`src/rtl/hazard_fwd_ctrl.sv`:
```
// Hazard/forwarding controller for the 5-stage MIPS pipeline: EX/MEM/WB destination shadows,
// ALU forwarding selects and load-use stall. Macro HAZARD_FWD_EN enables forwarding.
module hazard_fwd_ctrl #(
    parameter int REG_W = 5,
    parameter int CNT_W = 16
) (
    input  logic             clk,
    input  logic             rst_n,
    input  logic             id_valid,
    input  logic [REG_W-1:0] id_rs,
    input  logic [REG_W-1:0] id_rt,
    input  logic [REG_W-1:0] id_rd,
    input  logic             id_reg_dst,
    input  logic             id_reg_write,
    input  logic             id_mem_read,
    input  logic             flush,
    output logic             ex_dest_sel,
    output logic [REG_W-1:0] ex_dest,
    output logic [1:0]       fwd_a,
    output logic [1:0]       fwd_b,
    output logic             stall,
    output logic             pc_we,
    output logic             ifid_we,
    output logic [CNT_W-1:0] stall_cnt
);

    logic             ex_rw;
    logic             ex_mr;
    logic [REG_W-1:0] ex_rs;
    logic [REG_W-1:0] ex_rt;
    logic             mem_rw;
    logic [REG_W-1:0] mem_dest;
    logic             wb_rw;
    logic [REG_W-1:0] wb_dest;
    logic             capture;
    logic             ex_live;

    assign capture = id_valid & ~stall & ~flush;
    assign ex_live = ex_rw & (ex_dest != '0);

    always_ff @(posedge clk or negedge rst_n) begin
        if (!rst_n) begin
            ex_dest_sel <= 1'b0;
            ex_dest     <= '0;
            ex_rw       <= 1'b0;
            ex_mr       <= 1'b0;
            ex_rs       <= '0;
            ex_rt       <= '0;
            mem_rw      <= 1'b0;
            mem_dest    <= '0;
            wb_rw       <= 1'b0;
            wb_dest     <= '0;
        end else begin
            wb_rw    <= mem_rw;
            wb_dest  <= mem_dest;
            mem_rw   <= ex_rw;
            mem_dest <= ex_dest;
            if (capture) begin
                ex_dest_sel <= id_reg_dst;
                ex_dest     <= id_reg_dst ? id_rd : id_rt;
                ex_rw       <= id_reg_write;
                ex_mr       <= id_mem_read;
                ex_rs       <= id_rs;
                ex_rt       <= id_rt;
            end else begin
                // Stalled, flushed or empty ID slot: EX receives a bubble.
                ex_dest_sel <= 1'b0;
                ex_dest     <= '0;
                ex_rw       <= 1'b0;
                ex_mr       <= 1'b0;
                ex_rs       <= '0;
                ex_rt       <= '0;
            end
        end
    end

`ifdef HAZARD_FWD_EN
    logic mem_live;
    logic wb_live;

    assign mem_live = mem_rw & (mem_dest != '0);
    assign wb_live  = wb_rw & (wb_dest != '0);

    // MEM has the younger result, so it wins over WB when both match.
    always_comb begin
        fwd_a = 2'b00;
        fwd_b = 2'b00;
        if (mem_live && mem_dest == ex_rs)
            fwd_a = 2'b10;
        else if (wb_live && wb_dest == ex_rs)
            fwd_a = 2'b01;
        if (mem_live && mem_dest == ex_rt)
            fwd_b = 2'b10;
        else if (wb_live && wb_dest == ex_rt)
            fwd_b = 2'b01;
    end

    assign stall = id_valid & ~flush & ex_mr & ex_live &
                   ((ex_dest == id_rs) | (ex_dest == id_rt));
`else
    logic mem_live;
    logic unused_shadow;

    assign mem_live = mem_rw & (mem_dest != '0);
    assign fwd_a    = 2'b00;
    assign fwd_b    = 2'b00;

    // WB needs no check: the register file writes before it reads within a cycle.
    assign stall = id_valid & ~flush &
                   ((ex_live  & ((ex_dest  == id_rs) | (ex_dest  == id_rt))) |
                    (mem_live & ((mem_dest == id_rs) | (mem_dest == id_rt))));

    assign unused_shadow = ^{ex_mr, ex_rs, ex_rt, wb_rw, wb_dest};
`endif

    assign pc_we   = ~stall;
    assign ifid_we = ~stall;

    always_ff @(posedge clk or negedge rst_n) begin
        if (!rst_n)
            stall_cnt <= '0;
        else if (stall && stall_cnt != {CNT_W{1'b1}})
            stall_cnt <= stall_cnt + 1'b1;
    end

endmodule

```
`config.mk`:
```
export PLATFORM = sky130hd
export DESIGN_NAME = hazard_fwd_ctrl
export DESIGN_NICKNAME = d
export VERILOG_FILES = /design/src/rtl/hazard_fwd_ctrl.sv
export SDC_FILE = /design/constraint.sdc
export NUM_CORES = 1
export LEC_CHECK = 0
export ABC_AREA = 1
export ABC_CLOCK_PERIOD_IN_PS = 2920
export CAP_MARGIN = 20
export CORE_MARGIN = 3
export CORE_UTILIZATION = 23
export DETAILED_ROUTE_END_ITERATION = 12
export RECOVER_POWER = 50
export SYNTH_ARGS = -nofsm -noshare
export SYNTH_HDL_FRONTEND = slang
export SYNTH_SLANG_ARGS = --single-unit
export TNS_END_PERCENT = 30
```
`constraint.sdc`:
```
create_clock -name clk -period 2.92 [get_ports clk]
set_input_delay 0.584 -clock clk [delete_from_list [all_inputs] [get_ports clk]]
set_output_delay 0.584 -clock clk [all_outputs]
set_load 0.01 [all_outputs]
```
==> results.toml, run 1 <==
[detailed_routing]
wl_per_cell_um = 11.2
routed_wl_mm = 4.75
via_per_inst = 4.19
first_pass_iters = 4
drc = 0
num_vias = 1769
drtAntennaViolNets = 0
drtIter0Drc = 147

[floorplan]
die_area_um2 = 9490
start_util = 0.242
die_height_um = 97.4
rows = 32
die_x_um = 97.4
core_area_um2 = 7930
pin_count = 51

[clocking]
clk_pin_slew_worst_paths_ps = 60
cts_buffers = 5
clockBufferDepth = 2
worstSkewPairLatency_ps = 280
htree_levels = 2
holdBufCountCts = 0
cts_sinks = 29
cts_tree = "yes"
post-cts-setup-buffers = 0
cts_root_buffer = "clkbuf_8"

[timing]
max_freq_ghz = 0.369
finClkSkew_ps = 4.95
rsz0062_at_grt = "no"
drv_slew = 30
relSlewSlack = -0.0767
setup_tns_ps = 0
worst_pin_slew_ps = 1620
finalCritPeriodShare = 0.927
hold_viol = 0
setup_viol = 0
fin_crit_ps = 2710

[yosys]
synth-simple-area-share = 0.396
synth_ff_type = "dfrtp_1"
yosysMostFrequentCell = "nand2_1"
ys_types = 28
synthAdderAreaFrac = 0.00651
synth.area.top_cells = "dfrtp_1 (38%), nand2_1 (19%), nor2_1 (6.3%)"
synth_edf_count = 0
synth_top_area_cell = "dfrtp_1"
synthXorXnorAreaFrac = 0.0775
synth_compound_area_frac = 0.0182
syn_area_um2 = 1920
syn_area_per_cell_um2 = 7.14
ys_async_sr_fraction = 1.00
muxShareOfSynthArea = 0
synth_top_family_by_area = "simple AND/OR/NAND/NOR gates"
synth-seq-cells = 29
ys_seq_area_frac = 0.378
postSynthCellCount = 269
yosysWarningCount = 0
yosysTopAreaCellShare = 0.378
synth_common_cells = "nand2_1 (95), nor2_1 (32), dfrtp_1 (29)"

[setup_path]
endpoint_kind = "primary output"
r2r-start = "ex_dest[4]"
cp_max_fo = 3
rr_worst_depth = 11
worst_ep_arrival_time_ps = 2120
path_class = "primary input to primary output"
worstPathRequired_ps = 2340
rr_endpoint = "stall_cnt[9]"
critPathLaunchType = "primary input"
reg2reg_slack_ps = 1050
startpoint = "id_rt[1]"
crit_end = "stall"

[grt]
gr-total-overflow = 0
antenna_found_initial = 0
grt_usage = 0.104
grt_max_degree = 30
first_global_vias = 1718
grt_first_pass_wirelength_mm = 8.11

[placed_design]
dpl.hpwl_mm = 3.64
port_buffers = 45
gp_congestion = 0.838
place_inst = 414

[pwr]
ir_drop_mv = 0.129
power.density_nw_per_um2 = 356
comb_power_share = 0.135
p_seq_frac = 0.466
design_power_total_mw = 0.909
switching_share = 0.248
p_clk_frac = 0.399
leakagePower_nw = 1.28
power.internal_mw = 0.683
p_sw_mw = 0.225

[final_layout]
diodes = 0
fin_util = 0.322
drive_gt1_frac = 0.106
instances_no_fill = 422
syn_to_final_growth_pct = 32.9
final_nets = 342

[flow_run]
drv_cap = 1

[hold_path]
min-delay-start = "ex_rw"
hp-class = "flop to flop"

[outcome]
outcome = "finished, violations left"
violations = "capacitance limit, slew limit"
## logic make-up (layout without fill, tap and decap cells)
kind of cell / after synthesis / count (layout)
and+or+nand+nor: 169 / 169
DFF: 29 / 29
other: 1 / 4
buffers and inverters: 45 / 93
xor gates and xnor gates: 17 / 17
AOI/OAI and AO/OA: 7 / 7
adders and majority gates: 1 / 1
## critical path, stage by stage
cell	delay, ps
clkdlybuf4s50_1	520
inv_1	100
nand2_1	60
nand2_1	50
nor2_1	140
nand3_1	90
nand2_1	80
nand2_2	70
nand2_4	60
nand2_2	70
inv_2	50
dlygate4sd2_1	250
## layer usage
metal  share of wire  vias to the layer above  track usage  wire (um)
li1                -                      928            -          -
met1            0.44                      800        0.129       2090
met2            0.48                       35        0.168       2290
met3           0.062                        6       0.0337        293
met4           0.017                        0       0.0383         80
met5               0                        -            0          0
## placed cells by master (no fill, tap or decap), drive strengths merged, types with 4 or more instances in the layout
| cell | Yosys | layout |
|---|---|---|
| nand2 | 100 | 100 |
| buf | 11 | 6 |
| xnor2 | 9 | 9 |
| dlygate4sd3 | 0 | 7 |
| nand3 | 14 | 14 |
| inv | 32 | 32 |
| xor2 | 8 | 8 |
| dfrtp | 29 | 29 |
| a21oi | 5 | 5 |
| clkbuf | 1 | 8 |
| clkdlybuf4s50 | 0 | 35 |
| conb | 1 | 4 |
| nand4 | 19 | 19 |
| nor2 | 35 | 35 |
## cell type report
cell class,count,area [um^2]
clock buffers,7,96.3
clock inverters,1,5.00
fillers,865,5370
inverters,33,124
multi-input cells,198,973
flip-flops and latches,29,726
well taps,102,128
repair buffers,52,503
## flip-flops by register name, summed over array words and instances (netlist names)
name / flops
mem_rw: 1
ex_rw: 1
mem_dest: 5
ex_dest_sel: 1
stall_cnt: 16
ex_dest: 5
## power groups by stage
stage	registers, mW	logic [mW]	clock network, mW
after floorplan	0.431	0.0604	0
after global placement	0.431	0.123	0
after detailed placement	0.432	0.125	0
after CTS	0.424	0.126	0.378
after global routing	0.425	0.137	0.396
final	0.424	0.122	0.363
## metrics by stage
step	instance area, um^2	setup WS [ps]	hold WS, ps
global route	2550	66.8	410
floorplan	1930	817	288
global placement	2450	-25.0	366
CTS	2550	18.6	385
finish	2550	213	381
detailed placement	2450	-58.5	367
## what timing repair did
action	CTS	global route
gates resized for setup	1	2
pin swaps	0	0
gates cloned	0	0
endpoints found under the setup margin	1	2
hold endpoints to repair	0	0
## worst min-delay path by stage
stage	endpoint	cells past startpoint
2_1_floorplan	ex_dest[0]	0
3_3_place_gp	mem_rw	0
3_5_place_dp	mem_rw	0
4_1_cts	mem_rw	0
5_1_grt	mem_rw	0
6_report	mem_rw	0
Note: power is estimated with default switching activity, not from simulation.
==> inputs of run 2 (changes only) <==
Settings changed: HOLD_SLACK_MARGIN set to 0.12.
==> results of run 2 <==
Final layout, timing and power as in run 1 (identical DEF).
==> inputs of run 3 (changes only) <==
Settings changed: CTS_CLUSTER_DIAMETER set to 30.
==> results of run 3 <==
Final layout, timing and power as in run 1 (identical DEF).
